File: src/rtl/regfile_write_sequencer.sv
// regfile_write_sequencer
// Owns the single write port (A3/WD3/WE3) of the register file. The register
// file has no reset of its own. After reset, or on a clr pulse, this block
// scrubs x1..x(REG_NUM-1) to zero. After the scrub it shares the write port
// between core writeback and a debug requester. The core has priority, but a
// starvation guard makes sure debug eventually gets a turn.
//
// Ports
//   clk_i         clock, all state updates on posedge
//   rst_n_i       asynchronous active-low reset
//   clr_i         one-cycle pulse that re-runs the scrub (acted on in RUN only)
//   core_we_i     core writeback request; core_addr_i / core_wdata_i carry it
//   core_stall_o  core write not taken this cycle; core holds its request
//   dbg_req_i     debug write request, held until granted; dbg_addr_i / dbg_wdata_i
//   dbg_gnt_o     debug write performed this cycle
//   rf_we_o       register file WE3
//   rf_a3_o       register file A3
//   rf_wd3_o      register file WD3
//   init_done_o   registered, high while in RUN
//
// state | meaning
// HOLD  | one idle cycle after reset or clr, port quiet, core stalled
// INIT  | scrub: write zero to x(init_cnt), x1 .. x(REG_NUM-1)
// RUN   | arbitrate core writeback vs debug writes
module regfile_write_sequencer #(
    parameter int REG_NUM  = 32,
    parameter int DATA_W   = 32,
    parameter int ADDR_W   = 5,
    parameter int MAX_WAIT = 4
) (
    input  logic              clk_i,
    input  logic              rst_n_i,
    input  logic              clr_i,
    input  logic              core_we_i,
    input  logic [ADDR_W-1:0] core_addr_i,
    input  logic [DATA_W-1:0] core_wdata_i,
    output logic              core_stall_o,
    input  logic              dbg_req_i,
    input  logic [ADDR_W-1:0] dbg_addr_i,
    input  logic [DATA_W-1:0] dbg_wdata_i,
    output logic              dbg_gnt_o,
    output logic              rf_we_o,
    output logic [ADDR_W-1:0] rf_a3_o,
    output logic [DATA_W-1:0] rf_wd3_o,
    output logic              init_done_o
);

    localparam int WAIT_W = (MAX_WAIT < 1) ? 1 : $clog2(MAX_WAIT + 1);
    localparam logic [ADDR_W-1:0] LAST_REG  = ADDR_W'(REG_NUM - 1);
    localparam logic [ADDR_W-1:0] FIRST_REG = ADDR_W'(1);
    localparam logic [WAIT_W-1:0] WAIT_MAX  = WAIT_W'(MAX_WAIT);

    typedef enum logic [1:0] {
        HOLD = 2'd0,
        INIT = 2'd1,
        RUN  = 2'd2
    } state_e;

    state_e              state_q, state_d;
    logic [ADDR_W-1:0]   init_cnt_q, init_cnt_d;
    logic [WAIT_W-1:0]   wait_cnt_q, wait_cnt_d;
    logic                init_done_q;
    logic                dbg_win;

    always_ff @(posedge clk_i or negedge rst_n_i) begin
        if (!rst_n_i) begin
            state_q     <= HOLD;
            init_cnt_q  <= FIRST_REG;
            wait_cnt_q  <= '0;
            init_done_q <= 1'b0;
        end else begin
            state_q     <= state_d;
            init_cnt_q  <= init_cnt_d;
            wait_cnt_q  <= wait_cnt_d;
            init_done_q <= (state_d == RUN);
        end
    end

    always_comb begin
        state_d      = state_q;
        init_cnt_d   = init_cnt_q;
        wait_cnt_d   = '0;
        dbg_win      = 1'b0;
        rf_we_o      = 1'b0;
        rf_a3_o      = '0;
        rf_wd3_o     = '0;
        core_stall_o = 1'b1;
        dbg_gnt_o    = 1'b0;

        case (state_q)
            HOLD: begin
                state_d    = INIT;
                init_cnt_d = FIRST_REG;
            end

            INIT: begin
                rf_we_o = 1'b1;
                rf_a3_o = init_cnt_q;
                // Counter parks on the last register so it never exceeds it.
                if (init_cnt_q == LAST_REG) begin
                    state_d = RUN;
                end else begin
                    init_cnt_d = init_cnt_q + 1'b1;
                end
            end

            RUN: begin
                dbg_win      = dbg_req_i && (!core_we_i || (wait_cnt_q == WAIT_MAX));
                core_stall_o = 1'b0;
                if (dbg_win) begin
                    rf_a3_o      = dbg_addr_i;
                    rf_wd3_o     = dbg_wdata_i;
                    dbg_gnt_o    = 1'b1;
                    core_stall_o = core_we_i;
                end else if (core_we_i) begin
                    rf_a3_o  = core_addr_i;
                    rf_wd3_o = core_wdata_i;
                end
                // x0 writes are still granted/accepted, they just never reach WE3.
                rf_we_o = (dbg_win || core_we_i) && (rf_a3_o != '0);

                // A pending request that lost can only have lost to the core, and
                // losing implies wait_cnt is still below MAX_WAIT, so no overflow.
                if (dbg_req_i && !dbg_win) begin
                    wait_cnt_d = wait_cnt_q + 1'b1;
                end

                if (clr_i) begin
                    state_d    = HOLD;
                    init_cnt_d = FIRST_REG;
                end
            end

            default: begin
                state_d    = HOLD;
                init_cnt_d = FIRST_REG;
            end
        endcase
    end

    assign init_done_o = init_done_q;

endmodule
File: config.mk
export PLATFORM = sky130hd
export DESIGN_NAME = regfile_write_sequencer
export DESIGN_NICKNAME = d
export VERILOG_FILES = /design/src/rtl/regfile_write_sequencer.sv
export SDC_FILE = /design/constraint.sdc
export NUM_CORES = 1
export LEC_CHECK = 0
export ABC_AREA = 1
export CORE_MARGIN = 5
export CORE_UTILIZATION = 30
export CTS_CLUSTER_SIZE = 16
export DETAILED_ROUTE_END_ITERATION = 8
export PLACE_DENSITY = 0.75
export SYNTH_ARGS = -nofsm -noshare
export SYNTH_HDL_FRONTEND = slang
export SYNTH_SLANG_ARGS = --single-unit
File: constraint.sdc
create_clock -name clk_i -period 1.6 [get_ports clk_i]
set_clock_uncertainty 0.15 [all_clocks]
set_input_delay 0.24 -clock clk_i [delete_from_list [all_inputs] [get_ports clk_i]]
set_output_delay 0.24 -clock clk_i [all_outputs]
set_load 0.005 [all_outputs]
==> results.py, run 1 <==
metrics = {
    "sta": {
        "hold_ws_ns": 0.192,
        "grt_setup_unrepaired": "yes",
        "slew_headroom": 0.655,
        "worst_slack_ns": -0.652,
        "worst_slew_pin_slew_ns": 0.516,
        "slew_violations": 0,
        "hold_viol_final": 0,
        "fin_crit_ns": 2.25,
        "fmax_ghz": 0.444,
        "setup_viol": 48,
        "fin_crit_sh": 1.41,
    },
    "route": {
        "drt_pass1_iterations": 4,
        "route.vias.total": 2203,
        "drc": 0,
        "vias_per_cell": 4.88,
        "postRouteAntennaNets": 0,
        "wl_mm": 7.25,
        "wl_per_cell_um": 16.1,
        "drtIter0Drc": 54,
    },
    "final_layout": {
        "nets": 472,
        "layout_common_cells": "79 x clkdlybuf4s50_1, 39 x buf_2, 35 x nand3_1",
        "antenna_cells_inserted": 0,
        "area_growth_pct": 133,
        "drive_gt1_frac": 0.505,
        "final_common_cell": "clkdlybuf4s50_1",
        "utilization": 0.721,
        "fillers": 354,
    },
    "power": {
        "power_density_mw_per_mm2": 536,
        "power.leakage_nw": 1.57,
        "design_power_total_mw": 1.82,
        "ir_drop_mv": 0.834,
    },
    "yosys": {
        "synth_top_area_frac": 0.171,
        "yosysUniqueCellTypes": 30,
        "ys_seq_area_frac": 0.189,
        "synth_top_cell_by_area": "dfrtp_1",
        "ys_ff_latch": 11,
        "synth_area_mm2": 0.00146,
        "syn-instance-count": 224,
        "synth_area_leaders": "dfrtp_1 17%, nand2_1 16%, nand3_1 14%",
        "yosys_warnings": 0,
        "synth_nets": 311,
        "avgSynthCellArea_um2": 6.52,
    },
    "clock_tree": {
        "cts.sink_count": 11,
        "root_buffer": "clkbuf_8",
        "cts_buffers": 3,
        "cts_buffer_depth": 2,
        "cts_tree": "built",
        "path_clk_slew_ns": 0.05,
        "htree_levels": 1,
        "insertion_delay_ns": 0.24,
    },
    "worst_setup_path": {
        "endpoint_kind": "output pin",
        "critPathLaunchType": "register",
        "path_max_fanout": 4,
        "cp.required_ns": 1.21,
        "worstPathArrival_ns": 1.86,
        "critPathKind": "reg -> out",
    },
    "die": {
        "coreArea_mm2": 0.00472,
        "io_pins": 120,
        "initial_core_util": 0.309,
        "fp.dieH_um": 79.8,
        "fp-row-count": 25,
        "die_area_mm2": 0.00636,
        "fp.dieW_um": 79.8,
    },
    "run": {
        "drv_cap": 0,
    },
    "run_status": {
        "violations": "setup timing",
        "status": "finished, violations left",
    },
    "grt": {
        "grt_pass1_wl_mm": 9.52,
        "grt_overflow": 0,
        "antenna_found_initial": 0,
        "grt_usage": 0.182,
        "grt_pass1_vias": 2040,
        "grt_max_degree": 33,
    },
    "place": {
        "dp_hpwl_mm": 4.52,
        "place_congestion": 0.835,
        "place_ws_ns": -0.744,
        "placement.io_buffers": 119,
    },
    "hold_path": {
        "hold_class": "in -> async",
    },
}
## routing by layer
layer | global-route usage | vias up | wire length [um]
li1 | - | 1068 | -
met1 | 0.215 | 1015 | 2700
met2 | 0.341 | 100 | 3830
met3 | 0.0339 | 20 | 530
met4 | 0.0372 | 0 | 193
met5 | 0 | - | 0
## state kept, by name, indices dropped and copies added (netlist names)
name         flops
init_cnt_q       5
wait_cnt_q       3
state_q          2
init_done_o      1
## logic make-up after synthesis
group                      after synthesis  share of synthesized area
AOI/OAI and AO/OA                       44                      0.201
xor gates and xnor gates                 2                     0.0120
adders and majority gates                8                     0.0686
buffers and inverters                   33                      0.135
DFF                                     11                      0.189
and+or+nand+nor                        126                      0.394
## Yosys cell counts, drive strengths merged
master       count
nand4            1
ha               8
o21bai           1
a21oi            6
nor3             2
xor2             1
nand2           65
nand3           41
dfrtp           10
a21o             1
xnor2            1
nand3b           3
inv             18
o21a             1
clkbuf           1
nor2            14
dlygate4sd1      1
a32o             2
o21ai           33
buf             13
dfstp            1
## timing repair
| item | CTS | global route |
|---|---|---|
| pin swaps | 19 | 34 |
| resized for setup | 178 | 122 |
| hold buffers | 0 | 0 |
| endpoints found under the setup margin | 48 | 48 |
| buffers inserted | 11 | 14 |
| gates cloned | 1 | 6 |
## stage by stage
| stage | area [um2] | setup TNS [ns] | instances |
|---|---|---|---|
| CTS | 3020 | -20.65 | 436 |
| global route | 3400 | -27.40 | 451 |
| floorplan | 1460 | -0.273 | 224 |
| finish | 3400 | -23.49 | 451 |
| detailed placement | 2840 | -28.96 | 420 |
| global placement | 2840 | -28.77 | 420 |
## critical path: stages (launching register included)
cell,delay [ns]
dfrtp_1,0.39
inv_1,0.07
ha_2,0.18
nand2_2,0.07
nand2_4,0.10
nand2_8,0.07
buf_6,0.14
nand2_2,0.10
nand2_2,0.06
nand3_1,0.08
o21bai_1,0.09
a21oi_1,0.15
buf_2,0.13
## path summary, 6_finish.rpt
check / from / to / slack, ns / cells past startpoint
min: rst_n_i / init_cnt_q[2] / 0.19 / 1
min reg2reg: init_cnt_q[4] / init_cnt_q[4] / 0.41 / 1
max reg2reg: init_cnt_q[0] / init_cnt_q[3] / -0.34 / 11
max in group asynchronous: rst_n_i / init_cnt_q[0] / 0.75 / 1
min in group clk_i: init_cnt_q[4] / init_cnt_q[4] / 0.41 / 1
max: wait_cnt_q[1] / rf_we_o / -0.65 / 12
## where the power goes
group	switching, mW	internal [mW]	leakage (nW)	total (mW)
Combinational	0.512	0.623	1.40	1.14
Clock	0.112	0.176	0.0228	0.287
Sequential	0.0559	0.344	0.145	0.400
Total	0.680	1.14	1.57	1.82
## final cells by class
| type | instances | area [um2] | share of cell area |
|---|---|---|---|
| timing repair buffer | 171 | 1590 | 0.466 |
| multi-input combinational | 180 | 1330 | 0.390 |
| clock buffer | 4 | 45.0 | 0.0132 |
| inverter | 18 | 82.6 | 0.0243 |
| tap | 67 | 83.8 | 0.0246 |
| sequential | 11 | 277 | 0.0813 |
Power figures use the tool's default switching activity.
==> inputs of run 2 (changes only) <==
--- a/config.mk
+++ b/config.mk
@@ -8,9 +8,10 @@
 export ABC_AREA = 1
 export CORE_MARGIN = 5
 export CORE_UTILIZATION = 30
-export CTS_CLUSTER_SIZE = 16
+export CTS_CLUSTER_SIZE = 14
 export DETAILED_ROUTE_END_ITERATION = 8
 export PLACE_DENSITY = 0.75
+export REMOVE_ABC_BUFFERS = 1
 export SYNTH_ARGS = -nofsm -noshare
 export SYNTH_HDL_FRONTEND = slang
 export SYNTH_SLANG_ARGS = --single-unit
==> run 2 against run 1 <==
- the flow still finishes with violations (setup timing)
- via count is 1.2% lower
- utilization is 0.13 points higher
- critical endpoint is now rf_wd3_o[20]
- sequential power is 2% lower
==> results.py, run 2 (synthesized netlist as in run 1, its figures left out) <==
metrics = {
    "power": {
        "design_power_total_mw": 1.71,
        "pwr-share-clk": 0.165,
        "ir_drop_mv": 0.835,
        "power.leakage_nw": 1.60,
        "seqPwrFrac": 0.230,
        "pwr-share-comb": 0.605,
        "p_sw_frac": 0.355,
        "p_int_mw": 1.10,
        "p_switching_mw": 0.606,
        "power_density_mw_per_mm2": 501,
    },
    "final_layout": {
        "fin_area_mm2": 0.00341,
        "area_growth_pct": 134,
        "layout_common_cells": "78 x clkdlybuf4s50_1, 39 x buf_2, 34 x nand3_1",
        "utilization": 0.722,
        "largest_register_ffs": 5,
        "nets": 466,
        "final_cells": 446,
        "top_register": "init_cnt_q",
        "drive_gt1_frac": 0.500,
        "largestRegisters": "init_cnt_q (5), wait_cnt_q (3), state_q (2)",
        "final_common_cell": "clkdlybuf4s50_1",
    },
    "worst_setup_path": {
        "reg2reg_slack_ns": -0.15,
        "crit_path_end": "rf_wd3_o[20]",
        "r2r_cells": 11,
        "crit_start": "wait_cnt_q[0]",
        "critPathLaunchType": "register",
        "critPathKind": "reg -> out",
        "path_max_fanout": 6,
        "worstReg2RegEnd": "init_cnt_q[3]",
        "cp.required_ns": 1.21,
        "worstPathArrival_ns": 1.84,
        "endpoint_kind": "output pin",
        "rr_startpoint": "init_cnt_q[0]",
    },
    "sta": {
        "fin_crit_ns": 2.23,
        "setup_viol": 47,
        "hold_viol_final": 0,
        "fin_crit_sh": 1.39,
        "setup-tns-final_ns": -20.94,
        "fmax_ghz": 0.449,
        "slew_headroom": 0.662,
        "hold_ws_ns": 0.187,
        "worst_slack_ns": -0.629,
        "slew_violations": 0,
        "worst_slew_pin_slew_ns": 0.505,
        "grt_setup_unrepaired": "yes",
    },
    "clock_tree": {
        "cts_buffer_depth": 2,
        "insertion_delay_ns": 0.24,
        "cts.sink_count": 11,
        "cts_tree": "built",
        "cts_buffers": 3,
        "root_buffer": "clkbuf_8",
        "path_clk_slew_ns": 0.05,
        "htree_levels": 1,
    },
    "route": {
        "wl_per_cell_um": 16.7,
        "route.vias.total": 2177,
        "drt_pass1_iterations": 4,
        "vias_per_cell": 4.88,
        "postRouteAntennaNets": 0,
        "drc": 0,
        "drtIter0Drc": 66,
        "wl_mm": 7.44,
    },
    "grt": {
        "grt_usage": 0.224,
        "grt_pass1_wl_mm": 11.2,
        "grt_pass1_vias": 2189,
        "grt_max_degree": 21,
        "antenna_found_initial": 1,
        "grt_overflow": 0,
    },
    "place": {
        "placement.io_buffers": 119,
        "dp_cells": 418,
        "place_congestion": 0.811,
        "place_area_mm2": 0.00283,
        "place_ws_ns": -0.783,
        "dp_hpwl_mm": 5.04,
    },
    "die": {
        "fp.dieH_um": 79.8,
        "initial_core_util": 0.309,
        "coreArea_mm2": 0.00472,
        "io_pins": 120,
        "die_area_mm2": 0.00636,
        "fp.dieW_um": 79.8,
        "fp-row-count": 25,
    },
    "run_status": {
        "violations": "setup timing",
        "status": "finished, violations left",
    },
    "run": {
        "drv_cap": 0,
    },
    "hold_path": {
        "hold_class": "in -> async",
    },
}
[run 2: cell count changes in the layout (fill, tap and decap cells not counted), moves of 3 or more]
| cell | before | now |
|---|---|---|
| nand2_2 | 26 | 19 |
| buf_12 | 4 | 7 |
| buf_16 | 0 | 3 |
| clkbuf_16 | 4 | 0 |
| nand2_4 | 17 | 23 |
| nor2_1 | 7 | 10 |
| buf_6 | 18 | 12 |
[run 2: power groups by stage]
stage          sequential, mW  combinational [mW]  clock (mW)
6_report                0.392                1.03       0.282
5_1_grt                 0.398                1.13       0.309
4_1_cts                 0.393               0.941       0.290
3_5_place_dp            0.390               0.858           0
3_3_place_gp            0.388               0.847           0
2_1_floorplan           0.391               0.314           0
[run 2: final cells by class]
cell class | instances | area, um2
Timing Repair Buffer | 165 | 1540
Tap cell | 67 | 83.8
Sequential cell | 11 | 277
Multi-Input combinational cell | 180 | 1380
Inverter | 18 | 77.6
Clock buffer | 4 | 45.0
Fill cell | 343 | 1310
Antenna cell | 1 | 2.50
[run 2: layer usage]
layer,up-vias,routed length [um],track usage
met5,-,0,0
met4,0,175,0.0828
li1,1062,-,-
met3,15,553,0.0361
met2,95,4000,0.429
met1,1005,2710,0.244
[run 2: repair_timing]
| item | 4_1_cts | 5_1_grt |
|---|---|---|
| gates resized for setup | 240 | 66 |
| buffers inserted | 16 | 4 |
| endpoints found under the hold margin | 0 | 0 |
| gates cloned | 5 | 0 |
| pin swaps | 19 | 13 |
| hold buffers | 0 | 0 |
| endpoints found under the setup margin | 47 | 48 |
[run 2: worst min path at each step]
| stage | start | endpoint |
|---|---|---|
| final | rst_n_i | init_cnt_q[4] |
| after global routing | rst_n_i | init_cnt_q[1] |
| after CTS | rst_n_i | state_q[1] |
| after detailed placement | init_cnt_q[0] | init_cnt_q[0] |
| after global placement | init_cnt_q[0] | init_cnt_q[0] |
| after floorplan | rst_n_i | init_cnt_q[1] |
[run 2: critical path: stages, from the launching register on]
cell,delay (ns)
dfrtp_1,0.38
inv_2,0.08
ha_4,0.14
nand2_4,0.07
nand2_8,0.08
nand2_8,0.07
nor2_4,0.13
buf_6,0.13
buf_6,0.10
buf_6,0.13
nand2_2,0.04
o21ai_1,0.09
buf_2,0.16
==> inputs of run 3 (changes only) <==
--- a/config.mk
+++ b/config.mk
@@ -6,10 +6,10 @@
 export NUM_CORES = 1
 export LEC_CHECK = 0
 export ABC_AREA = 1
-export CORE_MARGIN = 5
 export CORE_UTILIZATION = 30
 export CTS_CLUSTER_SIZE = 14
 export DETAILED_ROUTE_END_ITERATION = 8
+export HOLD_SLACK_MARGIN = 0.06
 export PLACE_DENSITY = 0.75
 export REMOVE_ABC_BUFFERS = 1
 export SYNTH_ARGS = -nofsm -noshare
==> run 3 against run 2 <==
- the run still ends with setup timing left
- wire length decreased by 3.5%
- sequential cell count unchanged
- sequential share of layout area about the same
- fmax about the same
- clock power about the same
- first-iteration DRC count increased by 20%
- design area decreased by 0.37%
- worst setup slack improved by 0.00081 ns
- utilization increased by 0.21 points
- critical path depth unchanged
- clock-buffer cell count unchanged
- critical endpoint is now rf_wd3_o[19]
- largest power group unchanged
- highest routed layer unchanged
==> results.py, run 3 (synthesized netlist as in run 1, its figures left out) <==
metrics = {
    "final_layout": {
        "largest_register_ffs": 5,
        "layout_common_cells": "79 x clkdlybuf4s50_1, 39 x buf_2, 35 x nand3_1",
        "multi_input_area_mm2": 0.00136,
        "nets": 471,
        "final_common_cell": "clkdlybuf4s50_1",
        "largestRegisters": "init_cnt_q (5), wait_cnt_q (3), state_q (2)",
        "final_cells": 437,
        "top_register": "init_cnt_q",
        "seq_area_um2": 277,
        "drive_gt1_frac": 0.509,
        "antenna_cells_inserted": 0,
        "fillers": 344,
        "area_growth_pct": 133,
    },
    "sta": {
        "fin_crit_ns": 2.23,
        "grt_setup_unrepaired": "yes",
        "setup_viol": 48,
        "slew_headroom": 0.664,
        "fmax_ghz": 0.449,
        "worst_slack_ns": -0.628,
        "slew_violations": 0,
        "worst_slew_pin_slew_ns": 0.502,
        "hold_viol_final": 0,
        "setup-tns-final_ns": -22.88,
        "fin_crit_sh": 1.39,
    },
    "die": {
        "io_pins": 120,
        "fp.dieH_um": 71.8,
        "die_area_mm2": 0.00515,
        "fp-row-count": 25,
        "initial_core_util": 0.311,
        "coreArea_mm2": 0.00469,
        "fp.dieW_um": 71.8,
    },
    "worst_setup_path": {
        "path_cells": "inv_1 > ha_2 > nand2_4 > nand2_4 > nand2_8 > nor2_4 > buf_6 > buf_12 > buf_16 > nand2_2 > o21ai_1 > buf_2",
        "crit_slowest_cell": "dfrtp_1",
        "critPathKind": "reg -> out",
        "cp.required_ns": 1.21,
        "crit_buf_inv": 5,
        "crit_start": "wait_cnt_q[0]",
        "slowest_delay_ns": 0.37,
        "crit_family": "buffers and inverters",
        "rr_startpoint": "init_cnt_q[1]",
        "worstPathArrival_ns": 1.84,
        "critPathLaunchType": "register",
        "path_max_fanout": 5,
        "cp_common_cell": "nand2_4",
        "endpoint_kind": "output pin",
    },
    "clock_tree": {
        "htree_levels": 1,
        "insertion_delay_ns": 0.24,
        "cts_tree": "built",
        "cts.sink_count": 11,
        "path_clk_slew_ns": 0.05,
        "ctsHoldBuffers": 0,
        "cts_buffer_depth": 2,
        "cts_buffers": 3,
        "root_buffer": "clkbuf_8",
    },
    "place": {
        "dp_hpwl_mm": 4.56,
        "placement.io_buffers": 119,
        "place_ws_ns": -0.772,
        "dp_cells": 408,
        "place_congestion": 0.903,
    },
    "grt": {
        "grt_pass1_wl_mm": 10.9,
        "grt_usage": 0.272,
        "grt_max_degree": 25,
        "antenna_found_initial": 0,
        "grt_overflow": 0,
        "grt_pass1_vias": 2195,
    },
    "route": {
        "vias_per_cell": 5.07,
        "drc": 0,
        "drtIter0Drc": 79,
        "postRouteAntennaNets": 0,
        "drt_pass1_iterations": 4,
        "route.vias.total": 2214,
        "wl_per_cell_um": 16.4,
        "wl_mm": 7.18,
    },
    "run_status": {
        "status": "finished, violations left",
        "violations": "setup timing",
    },
    "hold_path": {
        "hold_class": "in -> async",
    },
    "power": {
        "ir_drop_mv": 0.589,
        "power.leakage_nw": 1.56,
        "power_density_mw_per_mm2": 502,
    },
    "run": {
        "drv_cap": 0,
    },
}
-- run 3: timing repair --
| action | CTS | global route |
|---|---|---|
| pin swaps | 40 | 22 |
| gates cloned | 6 | 0 |
| resized for setup | 268 | 31 |
| setup buffers | 19 | 6 |
| endpoints found under the setup margin | 48 | 48 |
-- run 3: worst paths after layout --
path / cells after the start / end / slack (ns)
hold reg to reg: 1 / init_cnt_q[4] / 0.41
setup reg to reg: 10 / init_cnt_q[4] / -0.19
hold / removal: 1 / init_cnt_q[3] / 0.18
setup / recovery: 12 / rf_wd3_o[19] / -0.63
min in group clk_i: 1 / init_cnt_q[4] / 0.41
max in group asynchronous: 1 / init_cnt_q[0] / 0.76
-- run 3: metrics by stage --
| step | hold slack [ns] | utilization | instance area (um2) | power, mW |
|---|---|---|---|---|
| floorplan | -0.206 | - | 1330 | 0.705 |
| global placement | 0.325 | 0.602 | 2820 | 1.23 |
| detailed placement | 0.337 | 0.602 | 2820 | 1.25 |
| CTS | 0.206 | 0.709 | 3330 | 1.65 |
| global route | 0.232 | 0.724 | 3400 | 1.82 |
| finish | 0.184 | 0.724 | 3400 | 1.70 |
-- run 3: per-layer routing --
layer,track usage,vias up,wire [um]
met5,0,-,0
met4,0.0806,0,195
met2,0.519,97,3780
met1,0.301,1036,2690
met3,0.0549,19,506
li1,-,1062,-
-- run 3: area by class of cell --
type / instances / share of cell area
clock buffer: 4 / 0.0133
timing repair buffer: 170 / 0.462
inverter: 18 / 0.0243
multi-input combinational: 180 / 0.399
tap: 54 / 0.0199
sequential: 11 / 0.0814
-- run 3: where the power goes --
group          leakage [nW]  internal (mW)  switching [mW]
sequential            0.145          0.345          0.0488
clock                0.0228          0.175           0.106
combinational          1.39          0.567           0.462
total                  1.56           1.09           0.618
